[src/rtl/uart_pkg.sv]
`default_nettype none
// ============================================================================
// Package     : uart_pkg
// Description : Shared types and constants for the UART transmit path.
//               Provides the byte width and the drain-FSM state encoding
//               used by uart_tx_fifo.
// Revision    : 1.0 - initial release
// ============================================================================
package uart_pkg;

  localparam int BYTE_W = 8;

  typedef enum logic [1:0] {
    IDLE      = 2'd0,
    WAIT_BSY  = 2'd1,
    WAIT_DONE = 2'd2
  } tx_drain_state_t;

endpackage : uart_pkg
`default_nettype wire

[src/rtl/uart_tx_fifo_mem.sv]
`default_nettype none
// ============================================================================
// Module      : uart_tx_fifo_mem
// Description : Register-array byte storage for uart_tx_fifo.
//               Synchronous write, combinational read.
// Ports       : clk      - system clock
//               wr_en    - write mem[wr_ptr] with wr_data at the edge
//               wr_ptr   - write address
//               wr_data  - byte to store
//               rd_ptr   - read address
//               rd_data  - mem[rd_ptr], combinational
// Revision    : 1.0 - initial release
// ============================================================================
module uart_tx_fifo_mem
  import uart_pkg::*;
#(
  parameter int DEPTH_BITS = 4
) (
  input  logic                  clk,
  input  logic                  wr_en,
  input  logic [DEPTH_BITS-1:0] wr_ptr,
  input  logic [BYTE_W-1:0]     wr_data,
  input  logic [DEPTH_BITS-1:0] rd_ptr,
  output logic [BYTE_W-1:0]     rd_data
);

  localparam int DEPTH = 1 << DEPTH_BITS;

  // Storage carries no reset: contents are only read once written.
  logic [BYTE_W-1:0] mem_q [DEPTH];

  always_ff @(posedge clk) begin
    if (wr_en) begin
      mem_q[wr_ptr] <= wr_data;
    end
  end

  assign rd_data = mem_q[rd_ptr];

endmodule : uart_tx_fifo_mem
`default_nettype wire

[src/rtl/uart_tx_fifo.sv]
`default_nettype none
// ============================================================================
// Module      : uart_tx_fifo
// Description : Byte FIFO with transmit-drain controller feeding uart_tx.
//               Queues bytes at up to one per clock and launches them one
//               at a time through the tx_trig / tx_bsy handshake.
// Ports       : clk       - system clock
//               rst_n     - synchronous active-low reset
//               wr_en     - push wr_data this cycle
//               wr_data   - byte to queue
//               flush     - discard all queued bytes
//               tx_bsy    - busy flag returned from uart_tx
//               tx_trig   - one-cycle launch pulse to uart_tx
//               send_data - byte to uart_tx, stable until the next launch
//               full      - registered, count == depth
//               empty     - registered, count == 0
//               count     - bytes queued, excluding the byte in flight
//               overflow  - one-cycle pulse when a write is dropped
// Revision    : 1.0 - initial release
// ============================================================================
module uart_tx_fifo
  import uart_pkg::*;
#(
  parameter int DEPTH_BITS = 4,
  parameter int BSY_WAIT   = 3
) (
  input  logic                  clk,
  input  logic                  rst_n,
  input  logic                  wr_en,
  input  logic [BYTE_W-1:0]     wr_data,
  input  logic                  flush,
  input  logic                  tx_bsy,
  output logic                  tx_trig,
  output logic [BYTE_W-1:0]     send_data,
  output logic                  full,
  output logic                  empty,
  output logic [DEPTH_BITS:0]   count,
  output logic                  overflow
);

  localparam int                  GUARD_W    = (BSY_WAIT < 2) ? 1 : $clog2(BSY_WAIT + 1);
  localparam logic [GUARD_W-1:0]  GUARD_INIT = GUARD_W'(BSY_WAIT);
  localparam logic [GUARD_W-1:0]  GUARD_ONE  = GUARD_W'(1);
  localparam logic [DEPTH_BITS:0] CNT_FULL   = {1'b1, {DEPTH_BITS{1'b0}}};
  localparam logic [DEPTH_BITS:0] CNT_ONE    = (DEPTH_BITS + 1)'(1);
  localparam logic [DEPTH_BITS-1:0] PTR_ONE  = DEPTH_BITS'(1);

  logic [DEPTH_BITS-1:0] wr_ptr_q, wr_ptr_d;
  logic [DEPTH_BITS-1:0] rd_ptr_q, rd_ptr_d;
  logic [DEPTH_BITS:0]   count_q, count_d;
  logic                  full_q, full_d;
  logic                  empty_q, empty_d;
  logic                  overflow_q, overflow_d;
  logic                  tx_trig_q, tx_trig_d;
  logic [BYTE_W-1:0]     send_data_q, send_data_d;
  tx_drain_state_t       state_q, state_d;
  logic [GUARD_W-1:0]    guard_q, guard_d;

  logic                  wr_accept;
  logic                  pop;
  logic [BYTE_W-1:0]     mem_rd_data;

  // Full is judged on the registered flag, so a pop in the same cycle
  // does not rescue a write into a full FIFO.
  assign wr_accept = wr_en && !full_q && !flush;

  // A launch is held off during a flush so the flushed head byte is not
  // sent while the pointers are being cleared.
  assign pop = (state_q == IDLE) && !empty_q && !tx_bsy && !flush;

  uart_tx_fifo_mem #(
    .DEPTH_BITS (DEPTH_BITS)
  ) u_mem (
    .clk     (clk),
    .wr_en   (wr_accept),
    .wr_ptr  (wr_ptr_q),
    .wr_data (wr_data),
    .rd_ptr  (rd_ptr_q),
    .rd_data (mem_rd_data)
  );

  // Pointers, occupancy and flags.
  always_comb begin
    wr_ptr_d   = wr_ptr_q;
    rd_ptr_d   = rd_ptr_q;
    count_d    = count_q;
    overflow_d = wr_en && full_q && !flush;

    if (flush) begin
      wr_ptr_d = '0;
      rd_ptr_d = '0;
      count_d  = '0;
    end else begin
      if (wr_accept) begin
        wr_ptr_d = wr_ptr_q + PTR_ONE;
      end
      if (pop) begin
        rd_ptr_d = rd_ptr_q + PTR_ONE;
      end
      case ({wr_accept, pop})
        2'b10:   count_d = count_q + CNT_ONE;
        2'b01:   count_d = count_q - CNT_ONE;
        default: count_d = count_q;
      endcase
    end

    empty_d = (count_d == '0);
    full_d  = (count_d == CNT_FULL);
  end

  // Drain FSM next-state and registered outputs.
  always_comb begin
    state_d     = state_q;
    guard_d     = guard_q;
    tx_trig_d   = 1'b0;
    send_data_d = send_data_q;

    case (state_q)
      IDLE: begin
        if (pop) begin
          tx_trig_d   = 1'b1;
          send_data_d = mem_rd_data;
          guard_d     = GUARD_INIT;
          state_d     = WAIT_BSY;
        end
      end
      WAIT_BSY: begin
        if (tx_bsy) begin
          state_d = WAIT_DONE;
        end else if (guard_q <= GUARD_ONE) begin
          // uart_tx never acknowledged; treat the byte as sent.
          guard_d = '0;
          state_d = IDLE;
        end else begin
          guard_d = guard_q - GUARD_ONE;
        end
      end
      WAIT_DONE: begin
        if (!tx_bsy) begin
          state_d = IDLE;
        end
      end
      default: begin
        state_d = IDLE;
      end
    endcase
  end

  always_ff @(posedge clk) begin
    if (!rst_n) begin
      wr_ptr_q    <= '0;
      rd_ptr_q    <= '0;
      count_q     <= '0;
      full_q      <= 1'b0;
      empty_q     <= 1'b1;
      overflow_q  <= 1'b0;
      tx_trig_q   <= 1'b0;
      send_data_q <= '0;
      state_q     <= IDLE;
      guard_q     <= '0;
    end else begin
      wr_ptr_q    <= wr_ptr_d;
      rd_ptr_q    <= rd_ptr_d;
      count_q     <= count_d;
      full_q      <= full_d;
      empty_q     <= empty_d;
      overflow_q  <= overflow_d;
      tx_trig_q   <= tx_trig_d;
      send_data_q <= send_data_d;
      state_q     <= state_d;
      guard_q     <= guard_d;
    end
  end

  assign tx_trig   = tx_trig_q;
  assign send_data = send_data_q;
  assign full      = full_q;
  assign empty     = empty_q;
  assign count     = count_q;
  assign overflow  = overflow_q;

endmodule : uart_tx_fifo
`default_nettype wire

[config.mk]
export PLATFORM = sky130hd
export DESIGN_NAME = uart_tx_fifo
export DESIGN_NICKNAME = d
export VERILOG_FILES = /design/src/rtl/uart_pkg.sv /design/src/rtl/uart_tx_fifo_mem.sv /design/src/rtl/uart_tx_fifo.sv
export SDC_FILE = /design/constraint.sdc
export NUM_CORES = 1
export LEC_CHECK = 0
export CAP_MARGIN = 40
export CORE_MARGIN = 2
export CORE_UTILIZATION = 45
export CTS_BUF_LIST = sky130_fd_sc_hd__clkbuf_8
export CTS_CLUSTER_SIZE = 12
export DETAILED_ROUTE_END_ITERATION = 8
export GPL_ROUTABILITY_DRIVEN = 0
export SETUP_SLACK_MARGIN = 0.15
export SYNTH_ARGS = -nofsm -noshare
export SYNTH_HDL_FRONTEND = slang
export SYNTH_SLANG_ARGS = --single-unit
export TNS_END_PERCENT = 100
[constraint.sdc]
create_clock -name clk -period 3.9 [get_ports clk]
set_input_delay 1.17 -clock clk [delete_from_list [all_inputs] [get_ports clk]]
set_output_delay 1.17 -clock clk [all_outputs]
set_load 0.01 [all_outputs]
==> out/qor.csv <==
metric;value;unit
outcome;complete, no violations;
layout_setup_ws;0.489;ns
power.leakage;0.00236;uW
layout_common_cells;128 x edfxtp_1, 32 x mux4_2, 29 x clkdlybuf4s50_1;
hpwl;8060;um
portBuffers;29;
cp_common_cell;or4_1;
dr.first_iter.drc_count;275;
worst_slew_pin_slew;0.763;ns
syn-num-nets;391;
rows;42;
grt_setup_unrepaired;no;
dpl_worst_slack;0.0617;ns
die_area;0.0148;mm2
worstPathRequired;4.20;ns
yosysTopAreaCell;edfxtp_1;
critPathMaxStageDelay;0.54;ns
cts-resized-gates;0;
core;0.0134;mm2
netlist_area;0.00623;mm2
wl;12400;um
fin_crit;3.41;ns
final_area;0.00723;mm2
start_util;46.5;%
grt_max_degree;22;
async_flop_share;0;%
cts.sinks;157;
fmax;293;MHz
synth_ff_type;edfxtp_1;
nFillCells;1084;
drive_gt1_share;21.2;%
avgRoutedWirePerCell;20.2;um
yosysWarnings;0;
multi_input_area;0.00169;mm2
area_delta_synth_final;16.2;%
hold_viol;0;
finClkSkew;0.00992;ns
root_buffer;clkbuf_8;
hold_buffers;0;
cp_num_buf_inv;1;
die_w;122;um
min_period_over_period;87.5;%
grt_pass1_wl;19400;um
first_pass_iters;4;
route.vias.total;3418;
tns;0;ns
clock_path_buffers;2;
ir_worst_vdd;258;uV
postRouteAntennaNets;0;
crit_path_start_kind;primary input;
worstSetupPathType;in -> reg;
synth_seq_cells;157;
yosys-top-cells-area;edfxtp_1 62%, mux4_2 12%, dfxtp_1 9.3%, nand2_1 1.6%, nor2_1 1.4%;
grt_pass1_vias;3368;
setup_violations;0;
path_cells;clkdlybuf4s50_1, or4_1, nor3_1, xor2_1, ha_1, a21oi_1, o31a_2, or4_1, nand3_1, nor4_1;
fin_nets;446;
path_clk_slew;0.08;ns
via_per_inst;5.56;
report.final.slew_viol_count;0;
crit_slowest_cell;or4_1;
drv_cap;0;
clk_latency;0.45;ns
cts-buffers-inserted;17;
seqCellArea;0.00443;mm2
globalRouteOverflowTotal;0;
cts_tree;built;
cp.arrival;3.71;ns
ioPinCount;30;
place_area;0.00688;mm2
critPathMaxFanout;3;
syn_area_per_cell;16.8;um2
track_usage;18.4;%
synth_edf_count;128;
relSlewSlack;49.0;%
yosysTopAreaCellShare;61.7;%
final_common_cell;edfxtp_1;
drcViolationCount;0;
htree_levels;4;
critPathTopFamily;simple AND/OR/NAND/NOR gates;
antenna_found_initial;0;
synth_cells;371;
die_y;122;um
cts_setup_buffers;0;
synth_cell_types;41;
p_per_area;411;mW/mm2
synth.yosys.seq_area_share;71.1;%
n_antenna_cell;0;
cp-end-kind;flip-flop;
hold_class;reg -> reg;
-- metrics by stage --
stage | util, % | hold WS (ns) | cells | power (uW)
6_report | 54.0 | 0.471 | 615 | 2970
5_1_grt | 54.0 | 0.499 | 615 | 3080
4_1_cts | 54.0 | 0.475 | 615 | 3000
3_5_place_dp | 51.4 | 0.462 | 583 | 1950
3_3_place_gp | 51.0 | 0.460 | 580 | 1940
2_1_floorplan | - | 0.458 | 371 | 1900
-- sequential cells by signal, summed over array words and instances, names as in the netlist, 2 cells and up --
| register | count |
|---|---|
| guard_q | 2 |
| send_data | 8 |
| wr_ptr_q | 4 |
| state_q | 2 |
| u_mem.mem_q | 128 |
| rd_ptr_q | 4 |
| count | 5 |
-- synthesized netlist by cell type (all sizes together) (2+ instances only) --
cell	n
o21ai	3
a21oi	8
nand2b	5
buf	9
nand4	2
xor2	7
a22o	8
or4	5
o31a	2
xnor2	2
and2	2
ha	7
dfxtp	29
nor2	24
nor4	2
clkbuf	12
nand3	3
mux2i	3
o31ai	4
o22ai	9
nor3	6
nand2	26
edfxtp	128
inv	6
mux4	32
and3	3
a21boi	2
nor2b	3
a221oi	9
-- cells by family (layout without fill, tap and decap cells) --
| logic type | count (synthesis) | in the layout | synth area share, % |
|---|---|---|---|
| xor gates and xnor gates | 9 | 9 | 1.27 |
| AOI/OAI and AO/OA | 50 | 50 | 5.91 |
| adders and majority gates | 7 | 7 | 1.41 |
| DFF | 157 | 157 | 71.1 |
| muxes | 35 | 35 | 12.1 |
| buffers and inverters | 28 | 96 | 1.79 |
| and+or+nand+nor | 85 | 85 | 6.51 |
-- tightest hold or removal path, stage by stage (launching register included) --
cell	delay, ns
dfxtp_1	0.31
nand2_1	0.05
o22ai_1	0.06
-- power breakdown --
group          total (uW)  leakage [uW]  internal [uW]  switching, uW
Clock                1070      0.000187            484            581
Sequential           1820       0.00139           1820           5.07
Combinational        86.9      0.000784           34.8           52.2
-- layout make-up --
| type | count | area share (%) |
|---|---|---|
| inverter | 7 | 0.363 |
| tap | 176 | 3.04 |
| clock inverter | 12 | 1.02 |
| sequential | 157 | 61.2 |
| multi-input combinational | 186 | 23.4 |
| clock buffer | 20 | 3.81 |
| timing repair buffer | 57 | 7.20 |
-- worst paths after layout --
check	from	to	slack, ns	depth (start not counted)
hold / removal	send_data[7]	send_data[7]	0.47	2
setup reg to reg	state_q[1]	full	1.27	9
setup / recovery	tx_bsy	full	0.49	10
hold reg to reg	send_data[7]	send_data[7]	0.47	2
-- per-layer routing --
layer	track usage, %	routed length (um)	up-vias
li1	-	-	1579
met1	26.1	5720	1735
met2	28.1	5900	87
met3	4.63	657	17
met4	5.82	157	0
met5	0	0	-
(Power assumes the default switching activity.)
